`src/rtl/state_snapshot_streamer.sv`:
```
// ============================================================================
// state_snapshot_streamer
// ----------------------------------------------------------------------------
// Debug-side reader of CPU architectural state. A snapshot request freezes
// the pipeline (stall_o), then the block streams a 3-word header (captured
// cycle count, PC, predict/flush flags), every register x0..x(NUM_REGS-1) and
// the low NUM_MEM_WORDS data-memory words over a valid/ready stream.
//
// Ports:
//   clk_i, rst_i         clock, synchronous active-high reset
//   snap_i               snapshot request, sampled every rising edge
//   pc_i                 current PC (captured into header word 1)
//   predict_i, flush_i   predictor / IF-ID flush flags (header word 2)
//   reg_addr_o           register-file debug read address
//   reg_data_i           register read data, combinational from reg_addr_o
//   mem_addr_o           data-memory debug byte address (word aligned)
//   mem_data_i           memory read data, combinational from mem_addr_o
//   stall_o              holds the CPU pipeline while a snapshot runs
//   busy_o               a snapshot is in progress
//   out_valid_o          stream word valid
//   out_ready_i          sink accepts the stream word
//   out_data_o           stream word
//   out_tag_o            word kind: 0 header, 1 register, 2 memory
//   out_last_o           final word of a snapshot
//   overrun_o            sticky: a snapshot request arrived while busy
// ============================================================================
module state_snapshot_streamer #(
    parameter int NUM_REGS      = 32,
    parameter int NUM_MEM_WORDS = 8,
    parameter int DATA_W        = 32
) (
    input  logic              clk_i,
    input  logic              rst_i,
    input  logic              snap_i,
    input  logic [31:0]       pc_i,
    input  logic              predict_i,
    input  logic              flush_i,
    output logic [4:0]        reg_addr_o,
    input  logic [DATA_W-1:0] reg_data_i,
    output logic [31:0]       mem_addr_o,
    input  logic [DATA_W-1:0] mem_data_i,
    output logic              stall_o,
    output logic              busy_o,
    output logic              out_valid_o,
    input  logic              out_ready_i,
    output logic [DATA_W-1:0] out_data_o,
    output logic [1:0]        out_tag_o,
    output logic              out_last_o,
    output logic              overrun_o
);

    localparam int HDR_WORDS   = 3;
    localparam int TOTAL_WORDS = HDR_WORDS + NUM_REGS + NUM_MEM_WORDS;
    localparam int CNT_W       = $clog2(TOTAL_WORDS + 1);

    localparam logic [1:0] TAG_HDR = 2'd0;
    localparam logic [1:0] TAG_REG = 2'd1;
    localparam logic [1:0] TAG_MEM = 2'd2;

    typedef enum logic [1:0] {
        S_IDLE,
        S_HDR,
        S_REG,
        S_MEM
    } state_t;

    state_t              r_state;
    logic [DATA_W-1:0]   r_cycle;
    logic [DATA_W-1:0]   r_hdrCycle;
    logic [31:0]         r_hdrPc;
    logic                r_hdrPred;
    logic                r_hdrFlush;
    // r_loadIdx counts words loaded into the output register, r_acceptIdx
    // counts words handed to the sink; loading runs one word ahead of
    // acceptance, so the state (driven by acceptance) lags the read ports.
    logic [CNT_W-1:0]    r_loadIdx;
    logic [CNT_W-1:0]    r_acceptIdx;
    logic [4:0]          r_regAddr;
    logic [31:0]         r_memAddr;
    logic                r_busy;
    logic                r_outValid;
    logic [DATA_W-1:0]   r_outData;
    logic [1:0]          r_outTag;
    logic                r_outLast;
    logic                r_overrun;

    logic [DATA_W-1:0]   w_wordData;
    logic [1:0]          w_wordTag;
    logic                w_wordLast;
    logic                w_wordIsReg;
    logic                w_wordIsMem;
    logic                w_load;
    logic                w_accept;

    assign w_accept = r_outValid && out_ready_i;
    assign w_load   = (r_state != S_IDLE)
                   && (r_loadIdx < CNT_W'(TOTAL_WORDS))
                   && (!r_outValid || out_ready_i);

    // Select the next word to load from its position in the stream. Register
    // and memory words come straight off the combinational debug read ports,
    // which are addressed by r_regAddr / r_memAddr.
    always_comb begin
        w_wordData  = '0;
        w_wordTag   = TAG_HDR;
        w_wordLast  = 1'b0;
        w_wordIsReg = 1'b0;
        w_wordIsMem = 1'b0;
        if (r_loadIdx == CNT_W'(0)) begin
            w_wordData = r_hdrCycle;
        end else if (r_loadIdx == CNT_W'(1)) begin
            w_wordData = DATA_W'(r_hdrPc);
        end else if (r_loadIdx == CNT_W'(2)) begin
            w_wordData = {{(DATA_W-2){1'b0}}, r_hdrPred, r_hdrFlush};
        end else if (r_loadIdx < CNT_W'(HDR_WORDS + NUM_REGS)) begin
            w_wordData  = reg_data_i;
            w_wordTag   = TAG_REG;
            w_wordIsReg = 1'b1;
        end else begin
            w_wordData  = mem_data_i;
            w_wordTag   = TAG_MEM;
            w_wordIsMem = 1'b1;
            w_wordLast  = (r_loadIdx == CNT_W'(TOTAL_WORDS - 1));
        end
    end

    // Snapshot FSM, free-running cycle counter and registered stream outputs.
    // The header is captured with the pre-increment counter value at the edge
    // that starts the snapshot. A request seen in any non-idle state, including
    // the edge that accepts the last word, only raises the sticky overrun flag.
    always_ff @(posedge clk_i) begin
        if (rst_i) begin
            r_state     <= S_IDLE;
            r_cycle     <= '0;
            r_hdrCycle  <= '0;
            r_hdrPc     <= '0;
            r_hdrPred   <= 1'b0;
            r_hdrFlush  <= 1'b0;
            r_loadIdx   <= '0;
            r_acceptIdx <= '0;
            r_regAddr   <= '0;
            r_memAddr   <= '0;
            r_busy      <= 1'b0;
            r_outValid  <= 1'b0;
            r_outData   <= '0;
            r_outTag    <= '0;
            r_outLast   <= 1'b0;
            r_overrun   <= 1'b0;
        end else begin
            r_cycle <= r_cycle + DATA_W'(1);
            case (r_state)
                S_IDLE: begin
                    if (snap_i) begin
                        r_state     <= S_HDR;
                        r_hdrCycle  <= r_cycle;
                        r_hdrPc     <= pc_i;
                        r_hdrPred   <= predict_i;
                        r_hdrFlush  <= flush_i;
                        r_loadIdx   <= '0;
                        r_acceptIdx <= '0;
                        r_regAddr   <= '0;
                        r_memAddr   <= '0;
                        r_busy      <= 1'b1;
                    end
                end
                default: begin
                    if (snap_i) begin
                        r_overrun <= 1'b1;
                    end
                    if (w_load) begin
                        r_outValid <= 1'b1;
                        r_outData  <= w_wordData;
                        r_outTag   <= w_wordTag;
                        r_outLast  <= w_wordLast;
                        r_loadIdx  <= r_loadIdx + CNT_W'(1);
                        if (w_wordIsReg) begin
                            r_regAddr <= r_regAddr + 5'd1;
                        end
                        if (w_wordIsMem) begin
                            r_memAddr <= r_memAddr + 32'd4;
                        end
                    end else if (w_accept) begin
                        r_outValid <= 1'b0;
                    end
                    if (w_accept) begin
                        r_acceptIdx <= r_acceptIdx + CNT_W'(1);
                        if (r_acceptIdx == CNT_W'(HDR_WORDS - 1)) begin
                            r_state <= S_REG;
                        end else if (r_acceptIdx == CNT_W'(HDR_WORDS + NUM_REGS - 1)) begin
                            r_state <= S_MEM;
                        end else if (r_acceptIdx == CNT_W'(TOTAL_WORDS - 1)) begin
                            r_state    <= S_IDLE;
                            r_busy     <= 1'b0;
                            r_outValid <= 1'b0;
                            r_outLast  <= 1'b0;
                            r_regAddr  <= '0;
                            r_memAddr  <= '0;
                        end
                    end
                end
            endcase
        end
    end

    assign reg_addr_o  = r_regAddr;
    assign mem_addr_o  = r_memAddr;
    assign busy_o      = r_busy;
    assign stall_o     = r_busy;
    assign out_valid_o = r_outValid;
    assign out_data_o  = r_outData;
    assign out_tag_o   = r_outTag;
    assign out_last_o  = r_outLast;
    assign overrun_o   = r_overrun;

endmodule

```
`config.mk`:
```
export PLATFORM = sky130hd
export DESIGN_NAME = state_snapshot_streamer
export DESIGN_NICKNAME = d
export VERILOG_FILES = /design/src/rtl/state_snapshot_streamer.sv
export SDC_FILE = /design/constraint.sdc
export NUM_CORES = 1
export LEC_CHECK = 0
export CORE_MARGIN = 1.5
export CORE_UTILIZATION = 30
export DETAILED_ROUTE_END_ITERATION = 12
export PLACE_DENSITY = 0.52
export SLEW_MARGIN = 10
export SYNTH_ARGS = -nofsm -noshare
export SYNTH_HDL_FRONTEND = slang
export SYNTH_SLANG_ARGS = --single-unit
```
`constraint.sdc`:
```
create_clock -name clk_i -period 5.65 [get_ports clk_i]
set_clock_uncertainty 0.15 [all_clocks]
set_input_delay 0.565 -clock clk_i [delete_from_list [all_inputs] [get_ports clk_i]]
set_output_delay 0.565 -clock clk_i [all_outputs]
set_load 0.02 [all_outputs]
```
==> reports/summary.json <==
{
  "dp_cells": 1513,
  "finalInstanceArea_um2": 11130,
  "globalplace.congestion": 0.7768,
  "yosys.area.top_type_share_pct": 43.00,
  "fin_cells": 1544,
  "setup_repair_after_global_routing_missed_its_margin": "false",
  "synth_flop_cell": "dfxtp_1",
  "timing.setup.critical_path_class": "flop to flop",
  "vias": 7846,
  "timing.critical_path.from_type": "flop",
  "io-pin-count": 178,
  "cts_post_setup_buffers_inserted": 0,
  "synth_cell_types": 66,
  "routed_wl_um": 25970,
  "grt_antenna_before_repair": 0,
  "ff2ff_path_depth": 5,
  "hold_slack_ns": 0.3064,
  "cp_max_fo": 33,
  "cts_resized": 0,
  "hold_class": "flop to flop",
  "seq_power_share_pct": 43.1,
  "final_period_minus_worst_setup_slack_ns": 3.329,
  "worst_skew_pair.late_latency_ns": 0.44,
  "grt_pass1_wl_um": 40590,
  "die_w_um": 172.4,
  "cap_violations": 0,
  "detail_route.first_pass.iterations": 5,
  "ir_drop_mv": 0.1871,
  "cp.required_ns": 5.82,
  "synth-warning-count": 0,
  "floorplan.initialDensity_pct": 30.75,
  "power_per_cell_area_nw_per_um2": 294.6,
  "synth-edff-count": 0,
  "antenna_cells_inserted": 0,
  "dieHeight_um": 172.4,
  "critical_path.endpoint_type": "flop",
  "cts_num_sinks": 185,
  "yosys.cell_count.top_type": "nand2_1",
  "final_max_slew_viol_count": 0,
  "max-slew-margin-rel_pct": 33.31,
  "number_of_setup_violations_in_the_final_report": 0,
  "routed_wire_length_per_instance_um": 16.82,
  "dieArea_um2": 29730,
  "fin_nets": 1265,
  "tritoncts.num_buffers": 17,
  "rr_endpoint": "out_data_o[12]",
  "cellInternalPower_mw": 2.291,
  "fill_cells": 2898,
  "outcome": "finished clean",
  "utilization_pct": 39.74,
  "detailedRoute.firstIterationViolations": 478,
  "ys_async_sr_fraction_pct": 0,
  "dpl_cell_area_um2": 10550,
  "std_cell_rows": 61,
  "cp_data_arrival_time_ns": 3.50,
  "total_switching_power_uw": 988.3,
  "period_share_pct": 58.93,
  "power.static_leakage_nw": 3.754,
  "design.core.area_um2": 28010,
  "p_total_mw": 3.280,
  "ctsRootBufferMaster": "clkbuf_16",
  "critPathLaunch": "r_loadIdx[2]",
  "setup_total_negative_slack_ns": 0,
  "regToRegStartpoint": "r_loadIdx[2]",
  "synthToLayoutAreaGrowth_pct": 29.26,
  "yosys-top-cells-count": "nand2_1, dfxtp_1, nor2_1, a21oi_1, nor3_1",
  "postSynthCellCount": 1028,
  "synthesis.area_per_instance_um2": 8.377,
  "seq_total_area_yosys_pct": 43.00,
  "clock_tree.buffer_depth": 2,
  "path_clk_slew_ns": 0.07,
  "endpoint": "out_data_o[12]",
  "proportion_of_layout_cells_with_a_drive_suffix_above_1_pct": 8.233,
  "netlist_area_um2": 8612,
  "power_frac_clock_pct": 37.3,
  "ff2ff_setup_slack_ns": 2.32,
  "port_buffers": 175,
  "p_sw_share_pct": 30.14,
  "grt_start_max_net_pins": 81,
  "grt_pass1_vias": 7564,
  "cts_tree": "done",
  "hold_violations": 0,
  "post-dp-hpwl_um": 17010,
  "dpl_ws_ns": 2.139,
  "fmax_ghz": 0.3003,
  "ys_seq_elements": 185,
  "post-route-worst-setup-slack_ns": 2.321,
  "cts.hold.buffers_added": 0,
  "worst-slew-pin-transition_ns": 1.000,
  "netlist_top_cells_area": "dfxtp_1, nand2_1, a21oi_1, a2111oi_2, nor2_1",
  "cts_htree_levels": 4,
  "power_frac_comb_pct": 19.5,
  "track_usage_pct": 17.55,
  "grt_total_ovfl": 0,
  "vias_per_cell": 5.082,
  "synth.largest_area_cell": "dfxtp_1",
  "drt.antenna.violating_nets": 0,
  "drc": 0
}
layer usage:
layer / vias to the layer above / GRT usage, % / part of all wire (%)
met1: 3741 / 23.48 / 48
met2: 157 / 29.21 / 48
li1: 3932 / - / -
met4: 0 / 4.423 / 0.82
met5: - / 0 / 0
met3: 16 / 2.976 / 3.6
placed cells by master (no fill, tap or decap), types with 4 or more instances in the layout:
cell             synthesis  layout
a2111oi_2               30      30
a21oi_1                 92      91
a221oi_1                21      21
a221oi_2                10      10
a31oi_1                  8       8
and3_1                  12      12
and4_1                   7       7
buf_4                   13       5
clkbuf_16                0      17
clkdlybuf4s50_1          0     174
dfxtp_1                185     185
ha_1                     9       9
inv_1                   15      15
inv_6                    0       5
nand2_1                206     206
nand2b_1                 5       5
nand3_1                 34      34
nand3b_1                 4       4
nand4_1                 20      20
nor2_1                  95      95
nor3_1                  45      45
nor4_1                   6       6
o211ai_1                 7       7
o21a_1                   4       4
o21ai_0                  9       9
o21ai_1                  9       8
o311ai_1                 6       6
o31ai_1                  4       4
o41ai_1                  6       6
or3_1                    9       9
or4_1                    4       4
xnor2_1                 22      22
xor2_1                  14      14
sequential cells by signal (all words and copies together) (netlist names), 5 cells and up:
name / flops
r_hdrPc: 32
r_acceptIdx: 6
r_cycle: 32
mem_addr_o: 30
out_data_o: 32
r_hdrCycle: 32
r_loadIdx: 6
reg_addr_o: 5
area by class of cell:
class                           count  area, um^2  share of cell area, %
Sequential cell                   185        3704                  33.27
Clock inverter                     13       155.1                  1.394
Clock buffer                       18       429.2                  3.855
Inverter                           15       56.30                 0.5058
Timing Repair Buffer              180        1790                  16.08
Tap cell                          378       473.0                  4.249
Multi-Input combinational cell    755        4524                  40.64
kinds of logic after synthesis:
kind of cell / count (synthesis) / share of synthesized area [%]
AND/OR/NAND/NOR: 470 / 25.11
adder cells (fa/ha/maj): 9 / 1.308
other: 1 / 0.04354
flip-flops: 185 / 43.00
buffers and inverters: 89 / 4.765
multiplexers: 1 / 0.1162
AO/OA/AOI/OAI: 237 / 22.00
XOR/XNOR: 36 / 3.661
worst min-delay path by stage:
| stage | to | startpoint | cells after the start | slack, ns |
|---|---|---|---|---|
| floorplan | r_cycle[0] | r_cycle[0] | 1 | 0.28 |
| global placement | r_cycle[0] | r_cycle[0] | 1 | 0.29 |
| detailed placement | r_hdrCycle[4] | r_hdrCycle[4] | 2 | 0.30 |
| CTS | r_hdrCycle[4] | r_hdrCycle[4] | 2 | 0.31 |
| global route | r_hdrCycle[20] | r_hdrCycle[20] | 2 | 0.33 |
| finish | r_hdrCycle[4] | r_hdrCycle[4] | 2 | 0.31 |
power by group through the flow:
stage / sequential (mW) / combinational, mW / clock [mW]
after global placement: 1.44 / 0.651 / 0
after detailed placement: 1.44 / 0.654 / 0
after global routing: 1.42 / 0.702 / 1.30
final: 1.41 / 0.641 / 1.22
after CTS: 1.41 / 0.656 / 1.26
after floorplan: 1.48 / 0.350 / 0
critical path, cell delays in order (launching register included):
cell	delay [ns]
dfxtp_1	0.41
nor4_4	0.67
nand2_2	0.59
nand3_2	0.84
a221oi_1	0.14
a2111oi_2	0.41
Power figures use the tool's default switching activity.
